$ cat config.mk
export PLATFORM = sky130hd
export DESIGN_NAME = usb_crc16_tx_flat
export DESIGN_NICKNAME = d
export VERILOG_FILES = /design/src/rtl/usb_crc16_tx_if.sv /design/src/rtl/usb_crc16_tx.sv /design/src/flat_wrapper.sv
export SDC_FILE = /design/constraint.sdc
export NUM_CORES = 1
export LEC_CHECK = 0
export ABC_CLOCK_PERIOD_IN_PS = 2100
export CAP_MARGIN = 10
export CORE_MARGIN = 3
export CORE_UTILIZATION = 35
export CTS_CLUSTER_DIAMETER = 50
export CTS_CLUSTER_SIZE = 28
export DETAILED_ROUTE_END_ITERATION = 6
export MAX_ROUTING_LAYER = met4
export SETUP_SLACK_MARGIN = 0.05
export SLEW_MARGIN = 20
export SYNTH_ARGS = -nofsm -noshare
export SYNTH_HDL_FRONTEND = slang
export SYNTH_SLANG_ARGS = --single-unit
$ cat constraint.sdc
create_clock -name clk -period 2.1 [get_ports clk]
set_input_delay 0.315 -clock clk [delete_from_list [all_inputs] [get_ports clk]]
set_output_delay 0.315 -clock clk [all_outputs]
set_load 0.1 [all_outputs]
$ cat src/rtl/usb_crc16_tx_if.sv
// Byte stream bundle for the USB transmit CRC stage: upstream payload side and PHY side.
interface usb_crc16_tx_if;
    logic [7:0] in_data;
    logic       in_valid;
    logic       in_last;
    logic       in_zlp;
    logic       in_ready;
    logic [7:0] out_data;
    logic       out_valid;
    logic       out_last;
    logic       out_ready;

    modport slave (
        input  in_data, in_valid, in_last, in_zlp, out_ready,
        output in_ready, out_data, out_valid, out_last
    );

    modport master (
        output in_data, in_valid, in_last, in_zlp, out_ready,
        input  in_ready, out_data, out_valid, out_last
    );
endinterface

$ cat src/rtl/usb_crc16_tx.sv
// USB transmit byte stage: forwards payload through one output register and
// appends the inverted CRC16 (low byte first) after the last payload byte.
module usb_crc16_tx #(
    parameter int unsigned MAX_BYTES = 1024,
    parameter int unsigned CNT_W     = 11
) (
    input  logic             clk,
    input  logic             reset,
    usb_crc16_tx_if.slave    bus,
    output logic [CNT_W-1:0] byte_count,
    output logic             len_err,
    output logic             busy
);
    typedef enum logic [1:0] {IDLE, DATA, CRC_LO, CRC_HI} state_t;

    state_t           state;
    logic [15:0]      crc;
    logic [15:0]      crc_upd;
    logic             slot_free;
    logic             accept;
    logic [CNT_W-1:0] cnt_inc;

    // Reflected CRC16 (0xA001), data consumed LSB first.
    function automatic logic [15:0] crc16_byte(input logic [15:0] c_in, input logic [7:0] d);
        logic [15:0] c;
        c = c_in;
        for (int unsigned i = 0; i < 8; i++) begin
            if (c[0] ^ d[i]) c = (c >> 1) ^ 16'hA001;
            else             c = c >> 1;
        end
        return c;
    endfunction

    assign slot_free    = !bus.out_valid || bus.out_ready;
    assign bus.in_ready = ((state == IDLE) || (state == DATA)) && slot_free;
    assign accept       = bus.in_valid && bus.in_ready;
    // First byte of a packet always starts from the init value, whatever crc holds.
    assign crc_upd      = crc16_byte((state == IDLE) ? 16'hFFFF : crc, bus.in_data);
    assign cnt_inc      = (byte_count == '1) ? byte_count : byte_count + 1'b1;
    assign busy         = (state != IDLE) || bus.out_valid;

    always_ff @(posedge clk or posedge reset) begin
        if (reset) begin
            state         <= IDLE;
            crc           <= 16'hFFFF;
            bus.out_data  <= '0;
            bus.out_valid <= 1'b0;
            bus.out_last  <= 1'b0;
            byte_count    <= '0;
            len_err       <= 1'b0;
        end else begin
            if (bus.out_ready) begin
                bus.out_valid <= 1'b0;
                bus.out_last  <= 1'b0;
            end
            case (state)
                IDLE: begin
                    if (accept) begin
                        bus.out_data  <= bus.in_data;
                        bus.out_valid <= 1'b1;
                        bus.out_last  <= 1'b0;
                        crc           <= crc_upd;
                        byte_count    <= CNT_W'(1);
                        len_err       <= 1'b0;
                        state         <= bus.in_last ? CRC_LO : DATA;
                    end else if (bus.in_zlp && slot_free) begin
                        crc        <= 16'hFFFF;
                        byte_count <= '0;
                        len_err    <= 1'b0;
                        state      <= CRC_LO;
                    end
                end
                DATA: begin
                    if (accept) begin
                        bus.out_data  <= bus.in_data;
                        bus.out_valid <= 1'b1;
                        bus.out_last  <= 1'b0;
                        crc           <= crc_upd;
                        byte_count    <= cnt_inc;
                        if (32'(cnt_inc) > MAX_BYTES) len_err <= 1'b1;
                        if (bus.in_last) state <= CRC_LO;
                    end
                end
                CRC_LO: begin
                    if (slot_free) begin
                        bus.out_data  <= ~crc[7:0];
                        bus.out_valid <= 1'b1;
                        bus.out_last  <= 1'b0;
                        state         <= CRC_HI;
                    end
                end
                CRC_HI: begin
                    if (slot_free) begin
                        bus.out_data  <= ~crc[15:8];
                        bus.out_valid <= 1'b1;
                        bus.out_last  <= 1'b1;
                        state         <= IDLE;
                    end
                end
                default: state <= IDLE;
            endcase
        end
    end
endmodule

$ cat src/flat_wrapper.sv
// flat-port wrapper written by rule: the top's interface ports become plain ports
module usb_crc16_tx_flat 
#(
    parameter int unsigned MAX_BYTES = 1024,
    parameter int unsigned CNT_W     = 11
)
  (clk, reset, byte_count, len_err, busy, bus_in_data, bus_in_valid, bus_in_last, bus_in_zlp, bus_out_ready, bus_in_ready, bus_out_data, bus_out_valid, bus_out_last);
  usb_crc16_tx_if bus_i ();
  input  logic clk;
  input  logic reset;
  output logic [CNT_W-1:0] byte_count;
  output logic len_err;
  output logic busy;
  input wire logic [$bits(bus_i.in_data)-1:0] bus_in_data;
  input wire logic [$bits(bus_i.in_valid)-1:0] bus_in_valid;
  input wire logic [$bits(bus_i.in_last)-1:0] bus_in_last;
  input wire logic [$bits(bus_i.in_zlp)-1:0] bus_in_zlp;
  input wire logic [$bits(bus_i.out_ready)-1:0] bus_out_ready;
  output wire logic [$bits(bus_i.in_ready)-1:0] bus_in_ready;
  output wire logic [$bits(bus_i.out_data)-1:0] bus_out_data;
  output wire logic [$bits(bus_i.out_valid)-1:0] bus_out_valid;
  output wire logic [$bits(bus_i.out_last)-1:0] bus_out_last;
  assign bus_i.in_data = bus_in_data;
  assign bus_i.in_valid = bus_in_valid;
  assign bus_i.in_last = bus_in_last;
  assign bus_i.in_zlp = bus_in_zlp;
  assign bus_i.out_ready = bus_out_ready;
  assign bus_in_ready = bus_i.in_ready;
  assign bus_out_data = bus_i.out_data;
  assign bus_out_valid = bus_i.out_valid;
  assign bus_out_last = bus_i.out_last;
  usb_crc16_tx #(.MAX_BYTES(MAX_BYTES), .CNT_W(CNT_W)) u_core (.clk(clk), .reset(reset), .bus(bus_i), .byte_count(byte_count), .len_err(len_err), .busy(busy));
endmodule
==> results of run 1 <==
-- cell type report --
cell class,count,share of cell area
flip-flops and latches,40,0.317
clock buffers,5,0.0211
clock inverters,3,0.00730
multi-input cells,220,0.441
repair buffers,61,0.161
inverters,14,0.0161
well taps,96,0.0369
-- metrics by stage --
stage,std cells,worst slack (ps),util
final,439,128,0.472
after global placement,430,24.5,0.452
after CTS,438,52.2,0.467
after detailed placement,430,-2.27,0.452
after global routing,439,25.0,0.472
after floorplan,289,42.1,-
-- synth_stat cells (all sizes together), types with 2 or more instances --
library cell / number / share of area
ha: 6 / 0.030
o22a: 2 / 0.0069
xor2: 6 / 0.021
o21ai: 20 / 0.040
o22ai: 9 / 0.022
a22oi: 6 / 0.018
dfrtp: 24 / 0.24
and2: 7 / 0.017
o21a: 2 / 0.0059
xnor2: 22 / 0.079
nand3: 9 / 0.018
nand4: 2 / 0.0050
nor3: 3 / 0.0059
clkbuf: 12 / 0.022
dfstp: 16 / 0.17
a21oi: 31 / 0.061
a31oi: 10 / 0.025
nand2b: 4 / 0.0099
nor2: 38 / 0.059
xnor3: 2 / 0.018
buf: 2 / 0.0089
inv: 13 / 0.019
nand2: 23 / 0.034
and3: 3 / 0.0074
-- cell families after synthesis --
family	after synthesis	synth area share
compound gates	86	0.200
simple gates	96	0.177
xor+xnor	31	0.128
mux	1	0.00446
buf+inv	29	0.0555
fa+ha+maj	6	0.0297
flops	40	0.405
-- path summary, 6_finish.rpt --
| kind | slack (ps) | to | cells past startpoint | from |
|---|---|---|---|---|
| setup reg to reg | 140 | u_core.crc[0] | 7 | u_core.state[1] |
| min in group clk | 500 | u_core.crc[13] | 2 | u_core.crc[13] |
| max in group asynchronous | 1270 | u_core.bus.out_valid | 3 | reset |
| hold / removal | 450 | u_core.byte_count[6] | 3 | reset |
| setup / recovery | 130 | bus_in_ready | 6 | u_core.state[1] |
| hold reg to reg | 500 | u_core.crc[13] | 2 | u_core.crc[13] |
-- critical path, delay by kind of cell (launching register included) --
family	cells	cell delay (ps)
flip-flops	1	430
AND/OR/NAND/NOR	1	50
buffers and inverters	3	510
AO/OA/AOI/OAI	1	160
adder cells (fa/ha/maj)	1	200
-- registers in the layout, summed over array words and instances, names as in the netlist --
signal,cells
u_core.bus.out_last,1
u_core.byte_count,11
u_core.bus.out_valid,1
u_core.state,2
u_core.bus.out_data,8
u_core.len_err,1
u_core.crc,16
-- timing repair --
action                     4_1_cts  5_1_grt
resized for setup                2        6
setup buffers                    0        1
setup endpoints to repair        1        4
-- metal layers --
layer,wire length [microns],global-route usage,part of all wire,vias to the layer above
li1,-,-,-,1112
met1,3300,0.245,0.50,1048
met2,2900,0.240,0.44,47
met3,229,0.0233,0.035,9
met4,123,0.0565,0.019,0
met5,0,-,0,-
-- power by group --
| part | switching (mW) | leakage [nW] | internal [mW] |
|---|---|---|---|
| Clock | 0.303 | 0.0404 | 0.236 |
| Sequential | 0.284 | 0.462 | 1.16 |
| Combinational | 2.41 | 0.874 | 1.49 |
==> results.sh, run 1 <==
export IMPL_yosysUniqueCellTypes=44
export IMPL_tns_ps=0
export IMPL_antenna_cells=0
export IMPL_cts_sinks=40
export IMPL_cp_arrival_ps=1660
export IMPL_ant_nets=0
export IMPL_grt_pass1_wl_microns=10900
export IMPL_outcome="completed"
export IMPL_p_leak_nw=1.38
export IMPL_synth_seq_cells=40
export IMPL_timing_hold_ws_ps=452
export IMPL_path_cells="inv_2 > ha_4 > buf_4 > nor2_4 > a21oi_4 > buf_12"
export IMPL_p_per_area_nw_per_um2=1810
export IMPL_area_growth_pct=29.1
export IMPL_ir_drop_v=0.00124
export IMPL_tightest_slew_ps=654
export IMPL_finalWeightedCongestion=0.850
export IMPL_cap_violations=0
export IMPL_drive_gt1_frac=0.289
export IMPL_crit_fanout=8
export IMPL_hold_viol=0
export IMPL_cp_slowest_cell="dfrtp_1"
export IMPL_synth_nets=309
export IMPL_first_iter_violations=136
export IMPL_hpwl_microns=4690
export IMPL_synthCells=289
export IMPL_syn_area_per_cell_sq_um=8.73
export IMPL_routed_wl_microns=6550
export IMPL_postPlaceCellArea_sq_um=3120
export IMPL_total_power_mw=5.88
export IMPL_h_tree_depth=2
export IMPL_die_area_sq_um=8270
export IMPL_die_y_microns=90.9
export IMPL_cts_buffer_depth=2
export IMPL_drv_slew=0
export IMPL_slew_headroom=0.564
export IMPL_chipWidth_microns=90.9
export IMPL_initial_core_util=0.365
export IMPL_period_needed_ps=1970
export IMPL_cts_buffers=5
export IMPL_cts_hold_buf=0
export IMPL_cts_root_buf="clkbuf_8"
export IMPL_synth_edf_count=0
export IMPL_clock_latency_ps=300
export IMPL_worstSetupPathType="flip-flop to primary output"
export IMPL_mostFrequentLayoutCell="buf_4"
export IMPL_design_core_area_sq_um=6910
export IMPL_dr_pass1_iters=4
export IMPL_final_area_sq_um=3260
export IMPL_regArea_sq_um=1030
export IMPL_rsz0062_at_grt="true"
export IMPL_multi_input_area_sq_um=1440
export IMPL_num_vias=2216
export IMPL_track_usage=0.168
export IMPL_start_kind="flip-flop"
export IMPL_grt_max_degree=41
export IMPL_grt_pass1_vias=2143
export IMPL_tritoncts="yes"
export IMPL_rows=30
export IMPL_cp_end_kind="primary output"
export IMPL_yosys_warnings=0
export IMPL_synth_main_ff_cell="dfrtp_1"
export IMPL_final_cell_mix="buf_4 (45), nor2_1 (35), a21oi_1 (30)"
export IMPL_nets=362
export IMPL_fmax_mhz=507
export IMPL_setup_viol=0
export IMPL_skew_ps=4.01
export IMPL_drcViolationCount=0
export IMPL_synthArstFlopShare=1.00
export IMPL_synth_seq_area_share=0.405
export IMPL_ios=38
export IMPL_grt_overflow=0
export IMPL_min_period_over_period=0.939
export IMPL_antenna_found_initial=0
export IMPL_io_buffers=37
export IMPL_clk_pin_slew_ps=90
export IMPL_hold_class="primary input to async pin"
export IMPL_viasPerCell=5.05
export IMPL_nFillCells=698
export IMPL_cp_slowest_stage_delay_ps=430
export IMPL_syn_area_sq_um=2520
export IMPL_required_ps=1780
export IMPL_wire_per_inst_microns=14.9
(Power assumes the default switching activity.)
==> run 2, diff against run 1 <==
--- a/config.mk
+++ b/config.mk
@@ -9,6 +9,7 @@
 export CAP_MARGIN = 10
 export CORE_MARGIN = 3
 export CORE_UTILIZATION = 35
+export CTS_BUF_LIST = sky130_fd_sc_hd__clkbuf_4
 export CTS_CLUSTER_DIAMETER = 50
 export CTS_CLUSTER_SIZE = 28
 export DETAILED_ROUTE_END_ITERATION = 6
==> results.sh, run 2 (synthesized netlist as in run 1, its figures left out) <==
export IMPL_wire_per_inst_microns=14.9
export IMPL_largest_register_ffs=16
export IMPL_setup_viol=0
export IMPL_cp_arrival_ps=2310
export IMPL_r2r_setup_slack_ps=90
export IMPL_nFillCells=703
export IMPL_ir_drop_v=0.00132
export IMPL_internal_power_mw=2.79
export IMPL_required_ps=2410
export IMPL_final_cell_mix="buf_4 (45), nor2_1 (36), a21oi_1 (30)"
export IMPL_cts_hold_buf=0
export IMPL_timing_final_ws_setup_ps=92.7
export IMPL_mostFrequentLayoutCell="buf_4"
export IMPL_track_usage=0.169
export IMPL_crit_fanout=6
export IMPL_tightest_slew_ps=677
export IMPL_pwr_share_clk=0.073
export IMPL_ant_nets=0
export IMPL_instances_no_fill=440
export IMPL_dp_slack_ps=-2.27
export IMPL_io_buffers=37
export IMPL_fmax_mhz=498
export IMPL_num_vias=2240
export IMPL_grt_pass1_wl_microns=11000
export IMPL_min_period_over_period=0.956
export IMPL_place_inst=430
export IMPL_regMostFlops="u_core.crc"
export IMPL_p_per_area_nw_per_um2=1790
export IMPL_die_area_sq_um=8270
export IMPL_swShare=0.515
export IMPL_tritoncts="yes"
export IMPL_design_core_area_sq_um=6910
export IMPL_hold_viol=0
export IMPL_antenna_found_initial=0
export IMPL_pwr_share_seq=0.250
export IMPL_h_tree_depth=2
export IMPL_slew_headroom=0.548
export IMPL_combPwrFrac=0.677
export IMPL_p_switching_mw=2.97
export IMPL_ios=38
export IMPL_cts_buffer_depth=2
export IMPL_cap_violations=0
export IMPL_first_iter_violations=98
export IMPL_largestRegisters="u_core.crc x16, u_core.byte_count x11, u_core.bus.out_data x8"
export IMPL_skew_ps=8.74
export IMPL_clk_pin_slew_ps=140
export IMPL_hpwl_microns=4690
export IMPL_nets=363
export IMPL_timing_hold_ws_ps=378
export IMPL_cts_buffers=5
export IMPL_period_needed_ps=2010
export IMPL_initial_core_util=0.365
export IMPL_die_y_microns=90.9
export IMPL_drv_slew=0
export IMPL_grt_overflow=0
export IMPL_tns_ps=0
export IMPL_drive_gt1_frac=0.282
export IMPL_routed_wl_microns=6550
export IMPL_hold_class="primary input to async pin"
export IMPL_viasPerCell=5.09
export IMPL_clock_latency_ps=360
export IMPL_cts_root_buf="clkbuf_4"
export IMPL_outcome="completed"
export IMPL_start_kind="flip-flop"
export IMPL_area_growth_pct=27.8
export IMPL_finalWeightedCongestion=0.850
export IMPL_rr_startpoint="u_core.state[0]"
export IMPL_chipWidth_microns=90.9
export IMPL_p_leak_nw=1.36
export IMPL_rows=30
export IMPL_grt_max_degree=41
export IMPL_rsz0062_at_grt="true"
export IMPL_grt_pass1_vias=2160
export IMPL_cp_end_kind="flip-flop"
export IMPL_cts_sinks=40
export IMPL_total_power_mw=5.76
export IMPL_worstSetupPathType="flip-flop to flip-flop"
export IMPL_cp_startpoint="u_core.state[0]"
export IMPL_drcViolationCount=0
export IMPL_antenna_cells=0
export IMPL_dr_pass1_iters=4
## run 2: cell types whose count changed in the layout (fill, tap and decap cells not counted)
cell and change:
clkbuf_4 +5, nand2_1 +1, nor2_1 +1, xnor2_1 +1
clkbuf_8 -5, nor2_2 -1, xnor2_2 -1, buf_6 +1
nand2_2 -1
## run 2: path summary, 6_finish.rpt
kind                       depth (start not counted)                      to
max in group asynchronous                          3    u_core.byte_count[3]
setup / recovery                                   7           u_core.crc[0]
setup reg to reg                                   7           u_core.crc[0]
hold / removal                                     3  u_core.bus.out_data[1]
min in group clk                                   2          u_core.crc[13]
hold reg to reg                                    2          u_core.crc[13]
## run 2: power groups by stage
| stage | sequential, mW | clock (mW) | combinational, mW |
|---|---|---|---|
| finish | 1.44 | 0.422 | 3.90 |
| global placement | 1.44 | 0 | 3.80 |
| floorplan | 2.20 | 0 | 2.16 |
| detailed placement | 1.45 | 0 | 3.83 |
| CTS | 1.43 | 0.438 | 3.89 |
| global route | 1.49 | 0.481 | 4.18 |
## run 2: worst max-delay path, stage by stage, from the launching register on
cell and delay [ps]:
dfrtp_2 460, inv_2 70, ha_4 190, nor2_1 220, xnor2_2 150, xor3_2 500, xnor3_1 200, o22a_1 170
## run 2: repair_timing
| action | in CTS | in global routing |
|---|---|---|
| setup endpoints to repair | 1 | 3 |
| gates resized for setup | 2 | 4 |
| pin swaps | 0 | 1 |
| buffers inserted | 2 | 0 |
| cloned | 0 | 0 |
## run 2: metrics by stage
stage | instance area (sq um) | utilization
2_1_floorplan | 2590 | -
3_3_place_gp | 3120 | 0.452
3_5_place_dp | 3120 | 0.452
4_1_cts | 3210 | 0.464
5_1_grt | 3230 | 0.467
6_report | 3230 | 0.467
## run 2: area by class of cell
type,instances,area [sq um],area share
tap,96,120,0.0372
inverter,14,52.6,0.0163
clock buffer,5,37.5,0.0116
clock inverter,3,23.8,0.00737
multi-input combinational,220,1420,0.441
sequential,40,1030,0.320
timing repair buffer,62,534,0.166
## run 2: layer usage
metal  up-vias  global-route usage  wire length, microns
met3         8              0.0283                   197
li1       1112                   -                     -
met5         -                   -                     0
met2        45               0.245                  2970
met1      1075               0.242                  3270
met4         0              0.0528                   110
==> run 3, diff against run 2 <==
--- a/config.mk
+++ b/config.mk
@@ -15,7 +15,7 @@
 export DETAILED_ROUTE_END_ITERATION = 6
 export MAX_ROUTING_LAYER = met4
 export SETUP_SLACK_MARGIN = 0.05
-export SLEW_MARGIN = 20
+export SLEW_MARGIN = 5
 export SYNTH_ARGS = -nofsm -noshare
 export SYNTH_HDL_FRONTEND = slang
 export SYNTH_SLANG_ARGS = --single-unit
==> results of run 3 <==
The final DEF is identical to that of run 2; final timing and power are the same.
